### src/rtl/bcd_pkg.sv
// Shared constants and the load-digit range check for the BCD cascade counter.
package bcd_pkg;

  localparam int BCD_W = 4;
  localparam logic [BCD_W-1:0] BCD_MAX = 4'd9;

  function automatic logic bcd_valid(input logic [BCD_W-1:0] digit,
                                     input logic [BCD_W-1:0] max_digit);
    return (digit <= max_digit);
  endfunction

endpackage

### src/rtl/bcd_digit.sv
// One BCD digit with a configurable terminal value; carry is combinational so a
// whole cascade advances on a single edge. Optional down-count under BCD_DOWN_EN.
module bcd_digit
  import bcd_pkg::*;
#(
  parameter logic [BCD_W-1:0] WRAP = BCD_MAX
) (
  input  logic             clk,
  input  logic             clear,
  input  logic             en_in,
`ifdef BCD_DOWN_EN
  input  logic             down,
`endif
  input  logic             load,
  input  logic [BCD_W-1:0] load_digit,
  output logic [BCD_W-1:0] q,
  output logic             carry
);

  logic [BCD_W-1:0] q_r;
  logic [BCD_W-1:0] q_next_s;
  logic             at_end_s;

  // next value and terminal detect for the current count direction
  always_comb begin
    q_next_s = q_r;
    at_end_s = 1'b0;
`ifdef BCD_DOWN_EN
    if (down) begin
      at_end_s = (q_r == 4'd0);
      q_next_s = at_end_s ? WRAP : (q_r - 4'd1);
    end else begin
      at_end_s = (q_r >= WRAP);
      q_next_s = at_end_s ? 4'd0 : (q_r + 4'd1);
    end
`else
    at_end_s = (q_r >= WRAP);
    q_next_s = at_end_s ? 4'd0 : (q_r + 4'd1);
`endif
  end

  // digit register: load wins over count enable
  always_ff @(posedge clk or negedge clear) begin
    if (!clear) begin
      q_r <= 4'd0;
    end else if (load) begin
      q_r <= load_digit;
    end else if (en_in) begin
      q_r <= q_next_s;
    end else begin
      q_r <= q_r;
    end
  end

  assign q     = q_r;
  assign carry = en_in & at_end_s;

endmodule

### src/rtl/bcd_cascade_counter.sv
// Multi-digit BCD counter advanced by a synchronised, edge-detected async tick.
// Define BCD_DOWN_EN to add the 'down' port for borrow/down-count operation.
module bcd_cascade_counter
  import bcd_pkg::*;
#(
  parameter int DIGITS  = 2,
  parameter int MAX_MSD = 9
) (
  input  logic                      clk,
  input  logic                      clear,
  input  logic                      tick_in,
  input  logic                      load,
  input  logic [BCD_W*DIGITS-1:0]   load_val,
  input  logic                      hold,
`ifdef BCD_DOWN_EN
  input  logic                      down,
`endif
  output logic [BCD_W*DIGITS-1:0]   count,
  output logic                      carry_out,
  output logic                      load_err
);

  localparam logic [BCD_W-1:0] MSD_MAX = 4'(MAX_MSD);

  logic                    sync1_r;
  logic                    sync2_r;
  logic                    prev_r;
  logic [1:0]              fill_r;
  logic                    armed_r;
  logic                    inc_s;
  logic                    carry_out_r;
  logic                    load_err_r;
  logic [BCD_W*DIGITS-1:0] load_clean_s;
  logic                    load_bad_s;
  logic [DIGITS:0]         en_s;

  // synchroniser and edge-detect pipeline
  always_ff @(posedge clk or negedge clear) begin
    if (!clear) begin
      sync1_r <= 1'b0;
      sync2_r <= 1'b0;
      prev_r  <= 1'b0;
      fill_r  <= 2'b00;
      armed_r <= 1'b0;
    end else begin
      sync1_r <= tick_in;
      sync2_r <= sync1_r;
      prev_r  <= sync2_r;
      fill_r  <= {fill_r[0], 1'b1};
      armed_r <= armed_r | (fill_r[1] & ~sync2_r);
    end
  end

  // After reset the edge detector is only armed once a genuinely sampled low
  // has reached sync2, so a tick level held through reset is never counted.
  assign inc_s = sync2_r & ~prev_r & armed_r;

  // sanitise load digits: out-of-range digits load as zero and flag an error
  always_comb begin
    load_clean_s = '0;
    load_bad_s   = 1'b0;
    for (int i = 0; i < DIGITS; i++) begin
      if (bcd_valid(load_val[i*BCD_W +: BCD_W], (i == DIGITS - 1) ? MSD_MAX : BCD_MAX)) begin
        load_clean_s[i*BCD_W +: BCD_W] = load_val[i*BCD_W +: BCD_W];
      end else begin
        load_clean_s[i*BCD_W +: BCD_W] = 4'd0;
        load_bad_s                     = 1'b1;
      end
    end
  end

  assign en_s[0] = inc_s & ~hold & ~load;

  for (genvar g = 0; g < DIGITS; g++) begin : g_digit
    localparam logic [BCD_W-1:0] WRAP_G = (g == DIGITS - 1) ? MSD_MAX : BCD_MAX;
    bcd_digit #(
      .WRAP(WRAP_G)
    ) u_digit (
      .clk       (clk),
      .clear     (clear),
      .en_in     (en_s[g]),
`ifdef BCD_DOWN_EN
      .down      (down),
`endif
      .load      (load),
      .load_digit(load_clean_s[g*BCD_W +: BCD_W]),
      .q         (count[g*BCD_W +: BCD_W]),
      .carry     (en_s[g+1])
    );
  end

  // wrap pulse and sticky load error
  always_ff @(posedge clk or negedge clear) begin
    if (!clear) begin
      carry_out_r <= 1'b0;
      load_err_r  <= 1'b0;
    end else begin
      carry_out_r <= en_s[DIGITS];
      load_err_r  <= load_err_r | (load & load_bad_s);
    end
  end

  assign carry_out = carry_out_r;
  assign load_err  = load_err_r;

endmodule

### config.mk
export PLATFORM = sky130hd
export DESIGN_NAME = bcd_cascade_counter
export DESIGN_NICKNAME = d
export VERILOG_FILES = /design/src/rtl/bcd_pkg.sv /design/src/rtl/bcd_digit.sv /design/src/rtl/bcd_cascade_counter.sv
export SDC_FILE = /design/constraint.sdc
export NUM_CORES = 1
export LEC_CHECK = 0
export CAP_MARGIN = 20
export CORE_MARGIN = 5
export CORE_UTILIZATION = 30
export DETAILED_ROUTE_END_ITERATION = 10
export HOLD_SLACK_MARGIN = 0.03
export PLACE_DENSITY = 0.61
export SLEW_MARGIN = 5
export SYNTH_ARGS = -nofsm -noshare
export SYNTH_HDL_FRONTEND = slang
export SYNTH_HIERARCHICAL = 1
export SYNTH_SLANG_ARGS = --single-unit
### constraint.sdc
create_clock -name clk -period 1.7 [get_ports clk]
set_input_delay 0.34 -clock clk [delete_from_list [all_inputs] [get_ports clk]]
set_output_delay 0.34 -clock clk [all_outputs]
set_load 0.005 [all_outputs]
Yosys cells after proc, flatten, opt, wreduce, memory -nomap -nowiden --
Index checks and enable logic that the tools add are counted.
Cells by class: reduce and logical (&&, ||, !) cells 2, $lt $le $gt $ge 4, bitwise operators 14, mux-type cells 10, add/sub/neg operators 2
Operators with widths (count):
- $mux W4 | 8
- $add A4 B1 Y4 const B | 2
- $and A1 B1 Y1 | 8
- $ge A4 B4 Y1 const B | 2
- $le A4 B4 Y1 const B | 2
- $not A1 Y1 | 4
- $reduce_bool A2 Y1 | 2
- $mux W1 | 2
- $or A1 B1 Y1 | 2
Storage, ports and cells: output and inout port bits 10, bits of input ports 13, logic and storage cells 41, flip-flop bits (word level) 16

Depth between registers and ports, before layout --
Gate-level depths: netlist (run 1).
depth after elaboration 8, depth in mapped cells 7, gate-level depth less buffers 7

Hierarchy --
Netlist (run 1), hierarchy kept.
Modules (own cells, without submodules):
- bcd_digit | area an instance 294.0 um^2, instances 2, seq. area each 100.1 um^2, cells an instance 30
- bcd_cascade_counter | area an instance 317.8 um^2, instances 1, seq. area each 200.2 um^2, cells an instance 27

Least setup slack after synthesis (run 1) --
No wires, ideal clock.
path type register to register, start register g_digit[0].u_digit.q_r[0], end register g_digit[1].u_digit.q_r[2], buffers on the path 0, required time 1614 ps, setup slack 38 ps, arrival time 1576 ps, library setup time 86 ps, period minus slack after synthesis 1662 ps, stages on the path, launching flop included 8, cell sequence dfrtp_1 -> inv_1 -> ha_1 -> nor3b_4 -> nor3b_1 -> nor2b_2 -> o21ai_2 -> o221ai_2
On the way: longest elaborated chain between the ends 3
Ends and longest elaborated chain:
- start: declaration | line bcd_digit.sv:20 | logic [BCD_W-1:0] q_r;
- start signal: assignment | line bcd_digit.sv:47 | q_r <= load_digit;
- start signal: assignment | line bcd_digit.sv:49 | q_r <= q_next_s;
- start signal: assignment | line bcd_digit.sv:51 | q_r <= q_r;
- $ge A4 B4 Y1 | line bcd_digit.sv:37 | at_end_s = (q_r >= WRAP);
- $and A1 B1 Y1 | line bcd_digit.sv:56 | assign carry = en_in & at_end_s;
- net en_s[1] | line bcd_cascade_counter.sv:35 | logic [DIGITS:0] en_s;
- $reduce_bool A2 Y1 (no line)
- end signal: assignment | line bcd_digit.sv:47
- end signal: assignment | line bcd_digit.sv:49
- end signal: assignment | line bcd_digit.sv:51
- end: declaration | line bcd_digit.sv:20
The timed path passes the listed nets, and every way through them passes these cells. A chain may end at the register's enable or synchronous reset.

Worst setup path after layout (run 1) --
start register g_digit[0].u_digit.q_r[2], end output port count[2]
RTL lines:
- end: declaration | line bcd_cascade_counter.sv:18 | output logic [BCD_W*DIGITS-1:0] count,
No word-level cell between the ends.

==> flow_summary.yaml, run 1 <==
synthesis:
  yosysSeqAreaShare_pct: 44.20
  synth_top_area_share_pct: 44.20
  synth_seq_cells: 16
  synthDistinctLibCells: 26
  async_flop_share_pct: 100.0
  avgSynthCellArea_um2: 10.41
  syn_nets: 106
  syn_inst: 87
  synthesis.area_um2: 905.9
  synth_edf_count: 0
  ys_warn_count: 6
  yosys.area_share.simple_pct: 25.41
  synth_fa_ha_area_share_pct: 8.287
  synth_area_leader_cell: "dfrtp_1"
  synth_flop_cell: "dfrtp_1"
  synth_top_family_by_area: "simple AND/OR/NAND/NOR gates"
  synthMuxAreaShare_pct: 0
  synth-compound-area-share_pct: 17.13
  synth.area.top_cells: "dfrtp_1, ha_1, a22oi_1, inv_1, nor3b_4"
  synth_xor_area_share_pct: 0
clocking:
  root_buffer: "clkbuf_4"
  clock_latency_ns: 0.28
  cts_tree: "done"
  clock-sinks: 16
  post_cts.repair.setup_buffers: 0
  cts_hold_buf: 0
  cts_buffer_depth: 2
  path_clk_slew_ns: 0.09
  cts_max_level: 1
  numCtsBuffers: 3
placement:
  dp_slack_ns: -0.1698
  io_buffers: 22
  dp_hpwl_um: 1478
  dp.cells: 148
  finalWeightedCongestion: 0.7880
cells_and_area:
  num_antenna_cells: 0
  final_cell_mix: "clkdlybuf4s50_1, dfrtp_1, inv_1"
  drive_gt1_share_pct: 21.01
  nNetsFinal: 139
  multi_input_area_um2: 479.2
  area_growth_pct: 39.78
  stdcell_count: 152
  final_common_cell: "clkdlybuf4s50_1"
  register_area_um2: 402.9
  fillCellCount: 304
worst_setup_path:
  cp_slowest_cell: "clkdlybuf4s50_1"
  cp_max_fo: 5
  path_delay_family: "buffers and inverters"
  start_kind: "flop"
  slowest_delay_ns: 0.54
  end_kind: "output pin"
  critical_path_buf_inv_count: 1
  reg2reg_depth: 7
  worstPathRequired_ns: 1.36
  worstPathArrival_ns: 1.26
  path_class: "flop to output pin"
  crit_chain: "clkdlybuf4s50_1"
  cp.depth: 1
power_and_ir_drop:
  p_leak_nw: 0.5345
  peakVddDrop_v: 0.0002972
  p_per_area_nw_per_um2: 675.9
timing:
  slew_viol_final: 0
  hold_viol_final: 0
  finalSetupTns_ns: 0
  rsz0062_at_grt: "no"
  fin_crit_sh_pct: 94.23
  finalWorstSetupSlack_ns: 0.09810
  fin_skew_ns: 0.003130
  max_freq_mhz: 624.3
  fin_crit_ns: 1.602
  setup_viol: 0
route:
  drt-initial-drc-count: 9
  antenna_left: 0
  drtPass1Iterations: 4
  post_drt_wl_per_cell_um: 12.00
  vias_per_cell: 4.882
  wl_um: 1824
  num_vias: 742
  drc: 0
die:
  fp.coreArea_um2: 2978
  core.rowCount: 20
  initial_core_util_pct: 30.42
  die_h_um: 64.95
  ios: 23
  die_area_um2: 4219
  fp.dieW_um: 64.95
global_route:
  grt_max_degree: 17
  grt_usage_pct: 9.559
  first_global_vias: 763
  grt_pass1_wl_um: 3229
  antenna_found_initial: 0
  grt_overflow: 0
outcome:
  status: "finished clean"
flow_run:
  timing.max_cap.violations: 0
worst_hold_path:
  min_delay_path_depth: 0
  hp-class: "flop to flop"
## sequential cells by signal (all words and copies together) (netlist names)
register / flops
sync2_r: 1
armed_r: 1
g_digit.u_digit/q: 8
fill_r: 2
load_err: 1
sync1_r: 1
carry_out: 1
prev_r: 1
## cell type report
class / instances / share of cell area (%)
Clock buffer: 4 / 2.866
Inverter: 11 / 3.261
Multi-Input combinational cell: 60 / 37.85
Sequential cell: 16 / 31.82
Tap cell: 33 / 3.261
Timing Repair Buffer: 28 / 20.95
## power by group
part	internal, mW	switching (mW)
registers	0.402	0.0236
logic	0.108	0.0810
clock network	0.130	0.111
## cells by family after synthesis
logic type | Yosys count
flops | 16
other cells | 1
compound gates | 21
simple gates | 32
fa+ha+maj | 6
buf+inv | 11
## metal layers
metal | track usage [%] | up-vias | share of wire [%]
met2 | 14.94 | 25 | 47
li1 | - | 372 | -
met3 | 4.333 | 2 | 7.6
met1 | 11.72 | 343 | 45
met5 | 0 | - | 0
met4 | 2.902 | 0 | 0.44
## what timing repair did
item / in CTS / in global routing
gates resized for setup: 0 / 5
endpoints found under the hold margin: 0 / 0
endpoints found under the setup margin: 0 / 6
## worst register-to-register path, delay by kind of cell (launching register included)
kind | cells | cell delay (ns)
simple gates | 3 | 0.45
flops | 1 | 0.41
buf+inv | 1 | 0.15
compound gates | 2 | 0.19
fa+ha+maj | 1 | 0.23
## final timing paths
path                            slack (ns)                 endpoint               startpoint
worst max-delay path                   0.1                 count[2]  g_digit[0].u_digit/q[2]
worst min-delay path                  0.35                fill_r[1]                fill_r[0]
worst max register to register        0.16  g_digit[1].u_digit/q[2]  g_digit[0].u_digit/q[0]
worst min register to register        0.35                fill_r[1]                fill_r[0]
max in group asynchronous             1.13  g_digit[1].u_digit/q[0]                    clear
min in group asynchronous             0.37                   prev_r                    clear
## stage by stage
stage | utilization [%] | area, µm² | hold slack [ns] | power [mW]
floorplan | - | 905.9 | 0.04441 | 0.5133
global placement | 40.71 | 1212 | 0.3339 | 0.6187
detailed placement | 40.71 | 1212 | 0.3347 | 0.6222
CTS | 41.93 | 1249 | 0.3556 | 0.8687
global route | 42.52 | 1266 | 0.3622 | 0.9113
finish | 42.52 | 1266 | 0.3538 | 0.8559
## synth_stat cells, types with 2 or more instances
| cell type | number |
|---|---|
| inv_1 | 11 |
| o21ai_0 | 2 |
| and2b_1 | 2 |
| dfrtp_1 | 16 |
| o21ai_2 | 2 |
| nand4b_1 | 2 |
| nand2b_1 | 2 |
| a22oi_1 | 6 |
| nor3b_1 | 4 |
| nor2b_2 | 2 |
| and2_1 | 2 |
| ha_1 | 6 |
| o211ai_1 | 2 |
| nand2_1 | 4 |
| nand3_1 | 4 |
| o21ai_1 | 6 |
| nor2_2 | 2 |
| nor3b_4 | 2 |
| and3_1 | 2 |
| o221ai_2 | 2 |
(Power assumes the default switching activity.)
==> run 2, diff against run 1 <==
Settings changed: CTS_CLUSTER_SIZE set to 28.
==> results of run 2 <==
The final DEF is identical to that of run 1; final timing and power are the same.
==> run 3, diff against run 2 <==
Settings changed: PLACE_DENSITY 0.61 to unset, PLACE_DENSITY_LB_ADDON set to 0.05.
==> flow_summary.yaml, run 3 (same netlist as run 1, synthesis figures left out) <==
outcome:
  status: "finished clean"
flow_run:
  timing.max_cap.violations: 0
worst_setup_path:
  worstPathArrival_ns: 1.29
  end_kind: "output pin"
  start_kind: "flop"
  critical_path_buf_inv_count: 1
  crit_chain: "clkdlybuf4s50_1"
  path_class: "flop to output pin"
  regToRegSetupSlack_ns: 0.13
  cp_max_fo: 5
  slowest_delay_ns: 0.54
  cp_slowest_cell: "clkdlybuf4s50_1"
  worstPathRequired_ns: 1.36
  path_delay_family: "buffers and inverters"
timing:
  hold_viol_final: 0
  max_freq_mhz: 615.2
  fin_crit_ns: 1.625
  setup_viol: 0
  fin_skew_ns: 0.003474
  finalSetupTns_ns: 0
  slew_viol_final: 0
  rsz0062_at_grt: "yes"
  hold-worst-slack_ns: 0.3559
  fin_crit_sh_pct: 95.61
global_route:
  antenna_found_initial: 0
  first_global_vias: 685
  grt_overflow: 0
  grt_usage_pct: 10.49
  grt_max_degree: 17
  grt_pass1_wl_um: 3332
clocking:
  cts_buffer_depth: 2
  numCtsBuffers: 3
  cts_hold_buf: 0
  cts_tree: "done"
  path_clk_slew_ns: 0.10
  root_buffer: "clkbuf_4"
  cts_max_level: 1
  clock-sinks: 16
  clock_latency_ns: 0.29
placement:
  dp_hpwl_um: 1499
  finalWeightedCongestion: 0.7812
  io_buffers: 22
power_and_ir_drop:
  peakVddDrop_v: 0.0003437
  p_leak_nw: 0.5397
  p_per_area_nw_per_um2: 690.0
cells_and_area:
  area_growth_pct: 39.36
  final_cell_mix: "clkdlybuf4s50_1, dfrtp_1, inv_1"
  largest_reg_flops: 8
  drive_gt1_share_pct: 20.00
  final_common_cell: "clkdlybuf4s50_1"
  num_antenna_cells: 0
  nNetsFinal: 140
die:
  core.rowCount: 20
  die_h_um: 64.95
  die_area_um2: 4219
  fp.dieW_um: 64.95
  initial_core_util_pct: 30.42
  fp.coreArea_um2: 2978
  ios: 23
route:
  drtPass1Iterations: 4
  num_vias: 716
  drc: 0
  vias_per_cell: 4.680
  post_drt_wl_per_cell_um: 13.11
  antenna_left: 0
  drt-initial-drc-count: 68
  wl_um: 2006
worst_hold_path:
  hp-class: "primary input to asynchronous set/reset pin"
run 3: cell count changes in the layout (fill, tap and decap cells not counted):
cell and change:
buf_4 +1, dfrtp_2 -1, nor2b_2 +1, nor3_2 -1, dfrtp_1 +1, nor2b_4 -1
nor3_1 +1
run 3: worst paths after layout:
path | depth (start not counted) | endpoint | startpoint
min in group clk | 0 | sync2_r | sync1_r
worst min register to register | 0 | sync2_r | sync1_r
worst max register to register | 8 | g_digit[1].u_digit/q[3] | g_digit[0].u_digit/q[0]
max in group asynchronous | 2 | g_digit[1].u_digit/q[0] | clear
worst max-delay path | 1 | count[6] | g_digit[1].u_digit/q[2]
worst min-delay path | 2 | g_digit[0].u_digit/q[0] | clear
run 3: what timing repair did:
action | 4_1_cts | 5_1_grt
gates resized for setup | 0 | 2
endpoints found under the setup margin | 0 | 6
buffers inserted | 0 | 1
run 3: per-layer routing:
metal	wire length (µm)	GRT usage (%)	share of wire [%]
met2	919	14.94	46
met1	940	13.37	47
met4	44	5.277	2.2
met3	102	4.506	5.1
met5	0	0	0
run 3: power breakdown:
group	switching, mW	internal, mW	leakage (nW)	total [mW]
clock network	0.126	0.130	0.0210	0.256
logic	0.0805	0.110	0.326	0.190
registers	0.0229	0.402	0.193	0.425
run 3: metrics by stage:
stage | std cells | utilization, % | power [mW] | setup slack [ns] | cell area (µm²)
floorplan | 87 | - | 0.5133 | 0.03796 | 905.9
global placement | 148 | 40.71 | 0.6216 | -0.1983 | 1212
detailed placement | 148 | 40.71 | 0.6201 | -0.2260 | 1212
CTS | 152 | 41.93 | 0.8900 | 0.008156 | 1249
global route | 153 | 42.39 | 0.9377 | -0.03900 | 1262
finish | 153 | 42.39 | 0.8712 | 0.07461 | 1262
run 3: cell type report:
type                            count  area (µm²)
Clock buffer                        4       36.28
Sequential cell                    16       401.6
Tap cell                           33       41.29
Fill cell                         295        1715
Inverter                           11       41.29
Multi-Input combinational cell     60       469.2
Timing Repair Buffer               29       272.8
